### config.mk
export PLATFORM = sky130hd
export DESIGN_NAME = tick_time_keeper_flat
export DESIGN_NICKNAME = d
export VERILOG_FILES = /design/src/rtl/tick_time_keeper_pkg.sv /design/src/rtl/tick_time_keeper_if.sv /design/src/rtl/tick_sync.sv /design/src/rtl/tick_time_keeper.sv /design/src/flat_wrapper.sv
export SDC_FILE = /design/constraint.sdc
export NUM_CORES = 1
export LEC_CHECK = 0
export CELL_PAD_IN_SITES_DETAIL_PLACEMENT = 1
export CELL_PAD_IN_SITES_GLOBAL_PLACEMENT = 2
export CORE_MARGIN = 5
export CORE_UTILIZATION = 38
export DETAILED_ROUTE_END_ITERATION = 8
export DONT_BUFFER_PORTS = 1
export GPL_TIMING_DRIVEN = 0
export PLACE_DENSITY_LB_ADDON = 0.1
export RECOVER_POWER = 25
export SETUP_SLACK_MARGIN = 0.3
export SYNTH_ARGS = -nofsm -noshare
export SYNTH_HDL_FRONTEND = slang
export SYNTH_SLANG_ARGS = --single-unit
### constraint.sdc
create_clock -name clk -period 3 [get_ports clk]
set_clock_uncertainty 0.05 [all_clocks]
set_input_delay 0.3 -clock clk [delete_from_list [all_inputs] [get_ports clk]]
set_output_delay 0.3 -clock clk [all_outputs]
set_load 0.1 [all_outputs]
### src/rtl/tick_time_keeper_pkg.sv
// Shared widths, limits and time helpers for the tick time keeper.
package tick_time_keeper_pkg;

  localparam int HR_W  = 5;
  localparam int MIN_W = 6;
  localparam int SEC_W = 6;

  localparam logic [SEC_W-1:0] SEC_MAX = 6'd59;
  localparam logic [MIN_W-1:0] MIN_MAX = 6'd59;
  localparam logic [HR_W-1:0]  HR_MAX  = 5'd23;

  typedef struct packed {
    logic [HR_W-1:0]  hr;
    logic [MIN_W-1:0] min;
    logic [SEC_W-1:0] sec;
  } time_t;

  localparam time_t TIME_ZERO = '{hr: '0, min: '0, sec: '0};
  localparam time_t TIME_LAST = '{hr: HR_MAX, min: MIN_MAX, sec: SEC_MAX};

  // True when every field is inside its legal range.
  function automatic logic time_valid(input time_t t);
    return (t.hr <= HR_MAX) && (t.min <= MIN_MAX) && (t.sec <= SEC_MAX);
  endfunction

  // One-second advance with seconds -> minutes -> hours carry and day rollover.
  function automatic time_t time_inc(input time_t t);
    time_t r;
    r = t;
    if (t.sec == SEC_MAX) begin
      r.sec = '0;
      if (t.min == MIN_MAX) begin
        r.min = '0;
        r.hr  = (t.hr == HR_MAX) ? '0 : t.hr + 5'd1;
      end else begin
        r.min = t.min + 6'd1;
      end
    end else begin
      r.sec = t.sec + 6'd1;
    end
    return r;
  endfunction

endpackage

### src/rtl/tick_time_keeper_if.sv
// Load request and time/status bundle between the time keeper and its user.
interface tick_time_keeper_if;
  import tick_time_keeper_pkg::*;

  logic             load;
  logic [HR_W-1:0]  load_hr;
  logic [MIN_W-1:0] load_min;
  logic [SEC_W-1:0] load_sec;
  logic [HR_W-1:0]  hours;
  logic [MIN_W-1:0] minutes;
  logic [SEC_W-1:0] seconds;
  logic             tick;
  logic             day_wrap;
  logic             load_ack;
  logic             load_err;

  // User side: issues loads, observes the time.
  modport master (
    output load, load_hr, load_min, load_sec,
    input  hours, minutes, seconds, tick, day_wrap, load_ack, load_err
  );

  // Time keeper side.
  modport slave (
    input  load, load_hr, load_min, load_sec,
    output hours, minutes, seconds, tick, day_wrap, load_ack, load_err
  );
endinterface

### src/rtl/tick_sync.sv
// Synchronizes the divided slow clock into clk and emits one pulse per
// rising edge, but only after a genuine low level has been observed.
module tick_sync #(
  parameter int STAGES = 2
) (
  input  logic clk,
  input  logic rst,
  input  logic async_in,
  output logic pulse
);

  logic [STAGES-1:0] sync_r;
  logic [STAGES-1:0] fill_r;
  logic              sync_q;
  logic              prev_q;
  logic              armed;

  assign sync_q = sync_r[STAGES-1];

  // Synchronizer chain, fill tracker, edge register, arming and pulse.
  // fill_r marks when sync_q reflects sampled input instead of reset zeros,
  // so a slow_clk held high across reset cannot arm and fire a false tick.
  always_ff @(posedge clk) begin
    if (rst) begin
      sync_r <= '0;
      fill_r <= '0;
      prev_q <= 1'b0;
      armed  <= 1'b0;
      pulse  <= 1'b0;
    end else begin
      // NOTE: non-blocking assignments let every flop sample the pre-edge
      // value of its neighbour, which is what makes this a shift chain.
      sync_r <= {sync_r[STAGES-2:0], async_in};
      fill_r <= {fill_r[STAGES-2:0], 1'b1};
      prev_q <= sync_q;
      if (fill_r[STAGES-1] && !sync_q) armed <= 1'b1;
      pulse  <= sync_q & ~prev_q & armed;
    end
  end

endmodule

### src/rtl/tick_time_keeper.sv
// Time-of-day keeper advanced by synchronized slow_clk ticks, with a
// range-checked load port and day rollover indication.
module tick_time_keeper
  import tick_time_keeper_pkg::*;
#(
  parameter int SYNC_STAGES = 2
) (
  input  logic                clk,
  input  logic                rst,
  input  logic                slow_clk,
  tick_time_keeper_if.slave   bus
);

  logic  tick;
  time_t cur;
  time_t nxt;
  logic  nxt_wrap;
  time_t ld;
  logic  ld_ok;
  logic  ack_r;
  logic  err_r;
  logic  wrap_r;

  tick_sync #(.STAGES(SYNC_STAGES)) u_sync (
    .clk      (clk),
    .rst      (rst),
    .async_in (slow_clk),
    .pulse    (tick)
  );

  assign ld    = '{hr: bus.load_hr, min: bus.load_min, sec: bus.load_sec};
  assign ld_ok = time_valid(ld);

  // Next time and rollover flag for a tick-driven advance.
  always_comb begin
    // NOTE: defaults first so every path assigns every output and no latch
    // is inferred.
    nxt      = cur;
    nxt_wrap = 1'b0;
    if (tick) begin
      nxt      = time_inc(cur);
      nxt_wrap = (cur == TIME_LAST);
    end
  end

  // Time registers and status pulses; any load request overrides the tick.
  always_ff @(posedge clk) begin
    if (rst) begin
      cur    <= TIME_ZERO;
      ack_r  <= 1'b0;
      err_r  <= 1'b0;
      wrap_r <= 1'b0;
    end else begin
      ack_r  <= 1'b0;
      err_r  <= 1'b0;
      wrap_r <= 1'b0;
      if (bus.load) begin
        if (ld_ok) begin
          cur   <= ld;
          ack_r <= 1'b1;
        end else begin
          err_r <= 1'b1;
        end
      end else begin
        cur    <= nxt;
        wrap_r <= nxt_wrap;
      end
    end
  end

  assign bus.hours    = cur.hr;
  assign bus.minutes  = cur.min;
  assign bus.seconds  = cur.sec;
  assign bus.tick     = tick;
  assign bus.day_wrap = wrap_r;
  assign bus.load_ack = ack_r;
  assign bus.load_err = err_r;

endmodule

### src/flat_wrapper.sv
// flat-port wrapper written by rule: the top's interface ports become plain ports
module tick_time_keeper_flat import tick_time_keeper_pkg::*;
#(
  parameter int SYNC_STAGES = 2
)
  (clk, rst, slow_clk, bus_load, bus_load_hr, bus_load_min, bus_load_sec, bus_hours, bus_minutes, bus_seconds, bus_tick, bus_day_wrap, bus_load_ack, bus_load_err);
  tick_time_keeper_if bus_i ();
  input  logic clk;
  input  logic rst;
  input  logic slow_clk;
  input wire logic [$bits(bus_i.load)-1:0] bus_load;
  input wire logic [$bits(bus_i.load_hr)-1:0] bus_load_hr;
  input wire logic [$bits(bus_i.load_min)-1:0] bus_load_min;
  input wire logic [$bits(bus_i.load_sec)-1:0] bus_load_sec;
  output wire logic [$bits(bus_i.hours)-1:0] bus_hours;
  output wire logic [$bits(bus_i.minutes)-1:0] bus_minutes;
  output wire logic [$bits(bus_i.seconds)-1:0] bus_seconds;
  output wire logic [$bits(bus_i.tick)-1:0] bus_tick;
  output wire logic [$bits(bus_i.day_wrap)-1:0] bus_day_wrap;
  output wire logic [$bits(bus_i.load_ack)-1:0] bus_load_ack;
  output wire logic [$bits(bus_i.load_err)-1:0] bus_load_err;
  assign bus_i.load = bus_load;
  assign bus_i.load_hr = bus_load_hr;
  assign bus_i.load_min = bus_load_min;
  assign bus_i.load_sec = bus_load_sec;
  assign bus_hours = bus_i.hours;
  assign bus_minutes = bus_i.minutes;
  assign bus_seconds = bus_i.seconds;
  assign bus_tick = bus_i.tick;
  assign bus_day_wrap = bus_i.day_wrap;
  assign bus_load_ack = bus_i.load_ack;
  assign bus_load_err = bus_i.load_err;
  tick_time_keeper #(.SYNC_STAGES(SYNC_STAGES)) u_core (.clk(clk), .rst(rst), .slow_clk(slow_clk), .bus(bus_i));
endmodule
==> flow_metrics.env, run 1 <==
export IMPL_run_status="finished clean"
export IMPL_ys_top_cells_by_area="sky130_fd_sc_hd__dfxtp_1 39%, sky130_fd_sc_hd__nand2_1 4.0%, sky130_fd_sc_hd__a21oi_1 3.9%"
export IMPL_tightestPinTransition_ns=1.27
export IMPL_report_final_slew_viol_count=0
export IMPL_io_pins=42
export IMPL_final_period_utilization=0.896
export IMPL_setup_viol_count_final=0
export IMPL_met2RoutedLength_um=2180
export IMPL_p_leak_nw=0.523
export IMPL_timing_fmax_mhz=372
export IMPL_synth_area_per_cell_um2=8.89
export IMPL_synth_seq_cells=27
export IMPL_crit_path_max_fanout=8
export IMPL_synth_edff_count=0
export IMPL_setup_worst_path_end_class="flop"
export IMPL_port_buffer_count=0
export IMPL_powerDensity_nw_per_um2=550
export IMPL_detail_route_wl_per_cell_um=20.6
export IMPL_synthTopCellsByCount="27 x sky130_fd_sc_hd__dfxtp_1, 15 x sky130_fd_sc_hd__nand2_1, 11 x sky130_fd_sc_hd__a21oi_1, 11 x sky130_fd_sc_hd__nor3_1, 8 x sky130_fd_sc_hd__nand3_1"
export IMPL_drv_cap=0
export IMPL_antenna_cells_inserted=0
export IMPL_clkSinkCount=27
export IMPL_hold_viol=0
export IMPL_drt_first_iter_violations=55
export IMPL_detail_route_vias_per_cell=6.12
export IMPL_timing_hold_worst_class="in -> reg"
export IMPL_cts_htree_levels=1
export IMPL_clk_latency_ns=0.27
export IMPL_cts_hold_repair_buffers=0
export IMPL_timing_critical_path_from_type="flop"
export IMPL_ant_nets=0
export IMPL_grt_antenna_before_repair=0
export IMPL_die_y_um=70.8
export IMPL_layout_drive_gt1_share=0.111
export IMPL_rr_startpoint="u_core.bus.minutes[1]"
export IMPL_fp_dieArea_um2=5010
export IMPL_cell_with_the_most_instances_after_synthesis="sky130_fd_sc_hd__dfxtp_1"
export IMPL_clock_tree_from_tritoncts="built"
export IMPL_ys_warnings_count=0
export IMPL_min_delay_path_depth=1
export IMPL_worst_slew_margin_rel=0.153
export IMPL_vias=1285
export IMPL_die_width_um=70.8
export IMPL_endpoint="u_core.bus.hours[2]"
export IMPL_detail_route_drc_violations=0
export IMPL_async_reset_ff_frac=0
export IMPL_maximum_number_of_pins_on_one_net_before_global_route_repair=17
export IMPL_clk_pin_slew_worst_paths_ns=0.10
export IMPL_first_pass_grt_wire_length_um=7070
export IMPL_synth_lib_cells_used_distinct=44
export IMPL_drt_first_pass_iters=4
export IMPL_dp_cells=206
export IMPL_route_layer_met1_wl_um=1830
export IMPL_detailroute_wirelength_met3_um=271
export IMPL_place_worst_setup_slack_ns=0.335
export IMPL_dpl_instance_area_um2=1460
export IMPL_placer_s_final_routability_congestion_estimate=0.844
export IMPL_yosysSeqAreaShare=0.385
export IMPL_holdCritStartpoint="slow_clk"
export IMPL_cts_buffers=3
export IMPL_place_detailed_hpwl_um=3260
export IMPL_synth_cells=158
export IMPL_area_growth_pct=7.84
export IMPL_grt_util_all_layers=0.176
export IMPL_ff2ff_setup_slack_ns=0.31
export IMPL_critPathArrivalTime_ns=2.84
export IMPL_yosys_top_cell_area_share=0.385
export IMPL_postRouteWirelength_um=4320
export IMPL_unrepaired_setup_endpoints_after_global_routing="false"
export IMPL_number_of_cells_in_the_finished_layout_apart_from_fillers=210
export IMPL_row_count=22
export IMPL_critical_path_reg2reg_endpoint="u_core.bus.hours[2]"
export IMPL_timing_final_ws_setup_ns=0.311
export IMPL_length_in_cells_of_the_worst_reg_to_reg_path=5
export IMPL_crit_type="reg -> reg"
export IMPL_topRoutingLayerUsed="met4"
export IMPL_floorplan_initialDensity=0.386
export IMPL_startpoint="u_core.bus.minutes[1]"
export IMPL_synth_flop_cell="sky130_fd_sc_hd__dfxtp_1"
export IMPL_netlist_area_um2=1400
export IMPL_power_ir_vdd_worst_mv=0.219
export IMPL_grt_pass1_vias=1335
export IMPL_finish_instance_area_um2=1510
export IMPL_number_of_setup_buffers_added_after_cts=0
export IMPL_clock_tree_buffer_depth=2
export IMPL_area_of_the_core_um2=3630
export IMPL_cp_data_required_time_ns=3.15
export IMPL_synth_net_count=182
export IMPL_post_route_setup_tns_ns=0
export IMPL_cts_root_buf="sky130_fd_sc_hd__clkbuf_8"
export IMPL_final_period_minus_worst_setup_slack_ns=2.69
export IMPL_globalRoute_totalOverflow=0
export IMPL_synth_area_leader_cell="sky130_fd_sc_hd__dfxtp_1"
export IMPL_fin_nets=187
==> cells in the final DEF (no fill, tap or decap), drive strengths merged, types with 3 or more instances in the layout <==
cell     n
xnor2    3
clkbuf   6
a2111o   3
nor2b    5
dfxtp   27
nor3    11
nand4    3
nand3    8
a21oi   11
inv      6
a221oi   4
nand2   15
o21ai    5
a22oi    3
buf      5
nor2     7
ha       3
==> report_power, final <==
| part | internal, mW | switching (mW) |
|---|---|---|
| logic | 0.0395 | 0.0535 |
| clock network | 0.0943 | 0.121 |
| registers | 0.379 | 0.145 |
==> critical path, stage by stage, from the launching register on <==
cell	delay [ns]
sky130_fd_sc_hd__dfxtp_1	1.03
sky130_fd_sc_hd__ha_1	0.38
sky130_fd_sc_hd__and4b_4	0.30
sky130_fd_sc_hd__a41oi_4	0.19
sky130_fd_sc_hd__or4_1	0.56
sky130_fd_sc_hd__o21ai_0	0.10
==> cell type report <==
class                   instances  area, um^2
plain buffers                   8        36.3
clock buffers                   3        41.3
clock inverters                 1        7.51
fillers                       449        2120
inverters                       6        22.5
multi-input cells             117         805
flip-flops and latches         27         542
well taps                      48        60.1
==> flip-flops by register name (all words and copies together) (netlist names) <==
| signal | cells |
|---|---|
| u_core.bus.load_err | 1 |
| u_core.bus.hours | 5 |
| u_core.bus.minutes | 6 |
| u_core.bus.day_wrap | 1 |
| u_core.u_sync.armed | 1 |
| u_core.bus.load_ack | 1 |
| u_core.u_sync.fill_r | 2 |
| u_core.u_sync.prev_q | 1 |
| u_core.bus.seconds | 6 |
| u_core.u_sync.pulse | 1 |
| u_core.u_sync.sync_r | 2 |
==> what timing repair did <==
action                     4_1_cts  5_1_grt
gates resized for setup          2        2
setup endpoints to repair        1        1
cloned                           0        0
==> layer usage <==
layer,global-route usage,vias to the layer above
li1,-,618
met1,0.201,631
met2,0.324,30
met3,0.0511,6
met4,0.0355,0
met5,0,-
==> through the flow <==
stage	power, mW	hold slack [ns]	utilization
detailed placement	0.625	0.351	0.403
CTS	0.843	0.0984	0.417
finish	0.832	0.0989	0.417
global route	0.871	0.105	0.417
floorplan	0.596	0.324	-
global placement	0.622	0.333	0.403
==> worst min path at each step <==
stage	endpoint	slack, ns
final	u_core.u_sync.sync_r[0]	0.1
after global routing	u_core.u_sync.sync_r[0]	0.11
after global placement	u_core.u_sync.pulse	0.33
after CTS	u_core.u_sync.sync_r[0]	0.1
after detailed placement	u_core.u_sync.pulse	0.35
after floorplan	u_core.u_sync.pulse	0.32
==> kinds of logic after synthesis <==
group,share of synthesized area
adder cells (fa/ha/maj),0.0267
buffers and inverters,0.0419
AND/OR/NAND/NOR,0.236
multiplexers,0.0152
XOR/XNOR,0.0187
flip-flops,0.385
AO/OA/AOI/OAI,0.276
No activity file was read; power rests on OpenSTA's default activity.
==> run 2: changes to the inputs <==
--- a/config.mk
+++ b/config.mk
@@ -8,10 +8,9 @@
 export CELL_PAD_IN_SITES_DETAIL_PLACEMENT = 1
 export CELL_PAD_IN_SITES_GLOBAL_PLACEMENT = 2
 export CORE_MARGIN = 5
-export CORE_UTILIZATION = 38
+export CORE_UTILIZATION = 32
 export DETAILED_ROUTE_END_ITERATION = 8
 export DONT_BUFFER_PORTS = 1
-export GPL_TIMING_DRIVEN = 0
 export PLACE_DENSITY_LB_ADDON = 0.1
 export RECOVER_POWER = 25
 export SETUP_SLACK_MARGIN = 0.3
==> constraint.sdc (replaced) <==
create_clock -name clk -period 2.35 [get_ports clk]
set_clock_uncertainty 0.05 [all_clocks]
set_input_delay 0.235 -clock clk [delete_from_list [all_inputs] [get_ports clk]]
set_output_delay 0.235 -clock clk [all_outputs]
set_load 0.1 [all_outputs]
==> run 2 against run 1 <==
Against the previous run: hold slack worse by 0.092 ns; via count up 6.5%; largest cell class unchanged; clock power up 32%; critical path depth unchanged; die area up 16%; clock-buffer cell count unchanged.
==> flow_metrics.env, run 2 (synthesized netlist as in run 1, its figures left out) <==
export IMPL_startpoint="u_core.bus.minutes[0]"
export IMPL_final_period_minus_worst_setup_slack_ns=1.85
export IMPL_clk_pin_slew_worst_paths_ns=0.10
export IMPL_grt_pass1_vias=1432
export IMPL_timing_final_ws_setup_ns=0.501
export IMPL_report_final_slew_viol_count=0
export IMPL_first_pass_grt_wire_length_um=7420
export IMPL_timing_critical_path_from_type="flop"
export IMPL_crit_path_max_fanout=5
export IMPL_postRouteWirelength_um=4390
export IMPL_timing_critical_path_slowest_stage_cell="sky130_fd_sc_hd__a21oi_1"
export IMPL_drv_cap=0
export IMPL_crit_family="compound AO/OA/AOI/OAI gates"
export IMPL_placer_s_final_routability_congestion_estimate=0.785
export IMPL_number_of_setup_buffers_added_after_cts=0
export IMPL_io_pins=42
export IMPL_drt_first_pass_iters=4
export IMPL_worstPathBufferInverterCount=0
export IMPL_port_buffer_count=0
export IMPL_row_count=24
export IMPL_critical_path_max_stage_delay_ns=0.43
export IMPL_detail_route_wl_per_cell_um=19.2
export IMPL_clkSinkCount=27
export IMPL_setup_viol_count_final=0
export IMPL_detail_route_drc_violations=0
export IMPL_drt_first_iter_violations=59
export IMPL_hold_viol=0
export IMPL_hold_worst_slack_ns=0.00673
export IMPL_clk_latency_ns=0.28
export IMPL_powerDensity_nw_per_um2=654
export IMPL_cts_buffers=3
export IMPL_globalRoute_totalOverflow=0
export IMPL_clockPowerShare=0.261
export IMPL_place_detailed_hpwl_um=3270
export IMPL_place_worst_setup_slack_ns=0.548
export IMPL_layout_drive_gt1_share=0.244
export IMPL_dpl_instance_area_um2=1620
export IMPL_worst_slew_margin_rel=0.223
export IMPL_maximum_number_of_pins_on_one_net_before_global_route_repair=33
export IMPL_fin_total_pwr_mw=1.09
export IMPL_switching_power_mw=0.412
export IMPL_area_of_the_core_um2=4290
export IMPL_p_leak_nw=0.609
export IMPL_cts_root_buf="sky130_fd_sc_hd__clkbuf_8"
export IMPL_unrepaired_setup_endpoints_after_global_routing="false"
export IMPL_die_y_um=76.2
export IMPL_final_period_utilization=0.787
export IMPL_fp_dieArea_um2=5810
export IMPL_floorplan_initialDensity=0.327
export IMPL_fin_nets=201
export IMPL_comb_power_share=0.278
export IMPL_area_growth_pct=18.5
export IMPL_critPathArrivalTime_ns=1.99
export IMPL_grt_antenna_before_repair=0
export IMPL_antenna_cells_inserted=0
export IMPL_sequentialPowerShare=0.461
export IMPL_sw_frac_of_total=0.378
export IMPL_detail_route_vias_per_cell=6.00
export IMPL_run_status="finished clean"
export IMPL_clock_tree_from_tritoncts="built"
export IMPL_holdCritStartpoint="rst"
export IMPL_power_ir_vdd_worst_mv=0.226
export IMPL_final_common_cell="sky130_fd_sc_hd__buf_4"
export IMPL_die_width_um=76.2
export IMPL_timing_hold_worst_class="in -> reg"
export IMPL_timing_fmax_mhz=541
export IMPL_grt_util_all_layers=0.153
export IMPL_layout_cells_most_common_list="18 x sky130_fd_sc_hd__buf_4, 15 x sky130_fd_sc_hd__nand2_1, 14 x sky130_fd_sc_hd__dfxtp_1, 11 x sky130_fd_sc_hd__nor3_1, 11 x sky130_fd_sc_hd__a21oi_1"
export IMPL_cts_htree_levels=1
export IMPL_rr_startpoint="u_core.bus.minutes[0]"
export IMPL_vias=1368
export IMPL_setup_worst_path_end_class="flop"
export IMPL_cp_cell_sequence="ha_1 > and4b_4 > a21oi_1 > o21ai_0 > a311oi_1"
export IMPL_post_route_setup_tns_ns=0
export IMPL_cp_data_required_time_ns=2.49
export IMPL_tightestPinTransition_ns=1.17
export IMPL_clock_tree_buffer_depth=2
export IMPL_finish_instance_area_um2=1660
export IMPL_crit_type="reg -> reg"
export IMPL_ant_nets=0
export IMPL_cellInternalPower_mw=0.676
==> run 2: cell count changes in the layout (fill, tap and decap cells not counted) <==
cell | before | now
sky130_fd_sc_hd__dfxtp_1 | 26 | 14
sky130_fd_sc_hd__dlygate4sd3_1 | 0 | 1
sky130_fd_sc_hd__buf_4 | 0 | 18
sky130_fd_sc_hd__buf_2 | 5 | 0
sky130_fd_sc_hd__dfxtp_4 | 0 | 4
sky130_fd_sc_hd__dfxtp_2 | 1 | 9
==> run 2: power groups by stage <==
| stage | Clock (mW) | Combinational (mW) | Sequential (mW) |
|---|---|---|---|
| after floorplan | 0 | 0.0921 | 0.671 |
| after global placement | 0 | 0.296 | 0.511 |
| after detailed placement | 0 | 0.300 | 0.512 |
| after CTS | 0.291 | 0.306 | 0.502 |
| after global routing | 0.312 | 0.322 | 0.504 |
| final | 0.284 | 0.303 | 0.501 |
==> run 2: layout make-up <==
class | count | area [um^2]
well taps | 52 | 65.1
repair buffers | 22 | 156
clock buffers | 3 | 41.3
flip-flops and latches | 27 | 567
inverters | 6 | 22.5
clock inverters | 1 | 7.51
multi-input cells | 117 | 805
fillers | 511 | 2630
==> run 2: worst reg2reg max path: stages (launching register included) <==
cell	delay (ns)
sky130_fd_sc_hd__dfxtp_4	0.35
sky130_fd_sc_hd__ha_1	0.24
sky130_fd_sc_hd__and4b_4	0.24
sky130_fd_sc_hd__a21oi_1	0.43
sky130_fd_sc_hd__o21ai_0	0.16
sky130_fd_sc_hd__a311oi_1	0.28
==> run 2: what timing repair did <==
item / CTS / global route
resized for setup: 0 / 0
hold buffers: 1 / 0
hold endpoints to repair: 18 / 0
==> run 2: path summary, 6_finish.rpt <==
kind,cells past startpoint,end,slack [ns]
max,5,u_core.bus.minutes[5],0.50
min,1,u_core.bus.minutes[3],0.007
max reg2reg,5,u_core.bus.minutes[5],0.50
min reg2reg,1,u_core.u_sync.pulse,0.35
==> run 2: layer usage <==
metal	GRT usage	vias up	wire length (um)
li1	-	645	-
met1	0.201	684	2020
met2	0.250	35	2070
met3	0.0414	4	265
met4	0.0315	0	31
met5	0	-	0
==> run 2: stage by stage <==
stage | std cells | utilization
after floorplan | 158 | -
after global placement | 223 | 0.376
after detailed placement | 223 | 0.376
after CTS | 228 | 0.390
after global routing | 228 | 0.388
final | 228 | 0.388
==> run 3: changes to the inputs <==
--- a/config.mk
+++ b/config.mk
@@ -8,7 +8,7 @@
 export CELL_PAD_IN_SITES_DETAIL_PLACEMENT = 1
 export CELL_PAD_IN_SITES_GLOBAL_PLACEMENT = 2
 export CORE_MARGIN = 5
-export CORE_UTILIZATION = 32
+export CORE_UTILIZATION = 35
 export DETAILED_ROUTE_END_ITERATION = 8
 export DONT_BUFFER_PORTS = 1
 export PLACE_DENSITY_LB_ADDON = 0.1
==> constraint.sdc (replaced) <==
create_clock -name clk -period 1.9 [get_ports clk]
set_clock_uncertainty 0.05 [all_clocks]
set_input_delay 0.19 -clock clk [delete_from_list [all_inputs] [get_ports clk]]
set_output_delay 0.19 -clock clk [all_outputs]
set_load 0.1 [all_outputs]
==> run 3 against run 2 <==
Against the previous run: the run now ends with hold timing left; largest power group unchanged; sequential share of layout area fell by 2.4 points; clock-buffer cell count unchanged; sequential power is 24% higher; fmax increased by 12%; final cell count rose by 4.8%; critical path depth is the same; combinational power increased by 32%; largest cell class unchanged.
==> flow_metrics.env, run 3 (synthesized netlist as in run 1, its figures left out) <==
export IMPL_dp_cells=224
export IMPL_layout_drive_gt1_share=0.360
export IMPL_final_period_utilization=0.868
export IMPL_drt_first_pass_iters=4
export IMPL_sw_frac_of_total=0.373
export IMPL_row_count=23
export IMPL_crit_path_max_fanout=4
export IMPL_ant_nets=0
export IMPL_antenna_cells_inserted=0
export IMPL_crit_type="reg -> reg"
export IMPL_comb_power_share=0.293
export IMPL_cts_root_buf="sky130_fd_sc_hd__clkbuf_8"
export IMPL_grt_antenna_before_repair=0
export IMPL_placer_s_final_routability_congestion_estimate=0.818
export IMPL_timing_final_ws_setup_ns=0.251
export IMPL_postRouteWirelength_um=4650
export IMPL_run_status="finished with violations"
export IMPL_timing_fmax_mhz=607
export IMPL_fp_dieArea_um2=5380
export IMPL_filler_cell_count=453
export IMPL_area_of_the_core_um2=3940
export IMPL_layout_cells_most_common_list="19 x sky130_fd_sc_hd__buf_4, 14 x sky130_fd_sc_hd__nand2_1, 13 x sky130_fd_sc_hd__dfxtp_4, 11 x sky130_fd_sc_hd__nor3_1"
export IMPL_drv_cap=0
export IMPL_tightestPinTransition_ns=0.600
export IMPL_first_pass_grt_wire_length_um=7470
export IMPL_final_common_cell="sky130_fd_sc_hd__buf_4"
export IMPL_globalRoute_totalOverflow=0
export IMPL_vias=1426
export IMPL_drt_first_iter_violations=77
export IMPL_number_of_cells_in_the_finished_layout_apart_from_fillers=239
export IMPL_clk_pin_slew_worst_paths_ns=0.10
export IMPL_sequentialPowerShare=0.455
export IMPL_floorplan_initialDensity=0.356
export IMPL_final_period_minus_worst_setup_slack_ns=1.65
export IMPL_clock_tree_from_tritoncts="built"
export IMPL_detail_route_vias_per_cell=5.97
export IMPL_setup_viol_count_final=0
export IMPL_clkSinkCount=27
export IMPL_worst_slew_margin_rel=0.600
export IMPL_fin_total_pwr_mw=1.37
export IMPL_die_y_um=73.3
export IMPL_p_leak_nw=0.727
export IMPL_place_worst_setup_slack_ns=0.208
export IMPL_setup_worst_path_end_class="flop"
export IMPL_hold_viol=13
export IMPL_grt_util_all_layers=0.177
export IMPL_clock_tree_buffer_depth=2
export IMPL_power_ir_vdd_worst_mv=0.303
export IMPL_cp_data_required_time_ns=2.04
export IMPL_min_delay_path_depth=1
export IMPL_dpl_instance_area_um2=1700
export IMPL_critPathArrivalTime_ns=1.78
export IMPL_grt_pass1_vias=1473
export IMPL_finish_instance_area_um2=1880
export IMPL_cts_hold_repair_buffers=7
export IMPL_violations_in_the_final_reports="hold timing"
export IMPL_layout_core_utilization=0.477
export IMPL_port_buffer_count=0
export IMPL_report_final_slew_viol_count=0
export IMPL_unrepaired_setup_endpoints_after_global_routing="true"
export IMPL_die_width_um=73.3
export IMPL_cts_htree_levels=1
export IMPL_area_growth_pct=34.0
export IMPL_io_pins=42
export IMPL_post_route_setup_tns_ns=0
export IMPL_cts_buffers=3
export IMPL_clk_latency_ns=0.28
export IMPL_maximum_number_of_pins_on_one_net_before_global_route_repair=33
export IMPL_switching_power_mw=0.509
export IMPL_detail_route_wl_per_cell_um=19.5
export IMPL_timing_critical_path_from_type="flop"
export IMPL_place_detailed_hpwl_um=3350
export IMPL_powerDensity_nw_per_um2=727
export IMPL_clockPowerShare=0.252
export IMPL_timing_hold_worst_class="in -> reg"
export IMPL_detail_route_drc_violations=0
export IMPL_cellInternalPower_mw=0.857
export IMPL_length_in_cells_of_the_worst_reg_to_reg_path=5
export IMPL_hold_worst_slack_ns=-0.0827
export IMPL_fin_nets=214
[run 3: cell count changes in the layout (fill, tap and decap cells not counted), moves of 3 or more]
| cell | before | now |
|---|---|---|
| sky130_fd_sc_hd__clkbuf_2 | 0 | 4 |
| sky130_fd_sc_hd__clkbuf_1 | 3 | 0 |
| sky130_fd_sc_hd__dfxtp_2 | 9 | 5 |
| sky130_fd_sc_hd__dfxtp_4 | 4 | 13 |
| sky130_fd_sc_hd__dfxtp_1 | 14 | 9 |
| sky130_fd_sc_hd__buf_6 | 0 | 5 |
| sky130_fd_sc_hd__dlygate4sd3_1 | 1 | 7 |
[run 3: area by class of cell]
cell class                 count  area [um^2]  share of cell area
inverter                       6         22.5              0.0120
clock inverter                 1         6.26             0.00333
timing repair buffer          35          289               0.154
tap                           50         62.6              0.0333
clock buffer                   3         41.3              0.0220
multi-input combinational    117          863               0.459
sequential                    27          596               0.317
[run 3: worst max-delay path, stage by stage (launching register included)]
cell and delay [ns]:
sky130_fd_sc_hd__dfxtp_2 0.33, sky130_fd_sc_hd__clkbuf_2 0.48, sky130_fd_sc_hd__a21bo_2 0.29, sky130_fd_sc_hd__a21oi_1 0.14, sky130_fd_sc_hd__a21oi_1 0.07, sky130_fd_sc_hd__o41ai_2 0.19
[run 3: what timing repair did]
action,4_1_cts,5_1_grt
resized for setup,3,8
endpoints found under the hold margin,20,13
setup endpoints to repair,4,8
pin swaps,3,1
cloned,0,0
buffers inserted,2,2
[run 3: per-layer routing]
| metal | vias up | wire length [um] | GRT usage |
|---|---|---|---|
| met5 | - | 0 | 0 |
| met4 | 0 | 41 | 0.0463 |
| met3 | 6 | 249 | 0.0451 |
| met2 | 35 | 2340 | 0.306 |
| met1 | 713 | 2020 | 0.219 |
| li1 | 672 | - | - |
[run 3: worst paths after layout]
path | endpoint | slack [ns] | start
worst min register to register | u_core.bus.hours[2] | 0.46 | u_core.bus.hours[2]
worst max-delay path | u_core.bus.hours[4] | 0.25 | u_core.bus.hours[4]
worst min-delay path | u_core.bus.seconds[1] | -0.08 | rst
worst max register to register | u_core.bus.hours[4] | 0.25 | u_core.bus.hours[4]
[run 3: power groups by stage]
stage	combinational (mW)	sequential, mW	clock [mW]
floorplan	0.116	0.828	0
global placement	0.369	0.631	0
detailed placement	0.378	0.633	0
CTS	0.392	0.621	0.359
global route	0.425	0.625	0.385
finish	0.401	0.622	0.344
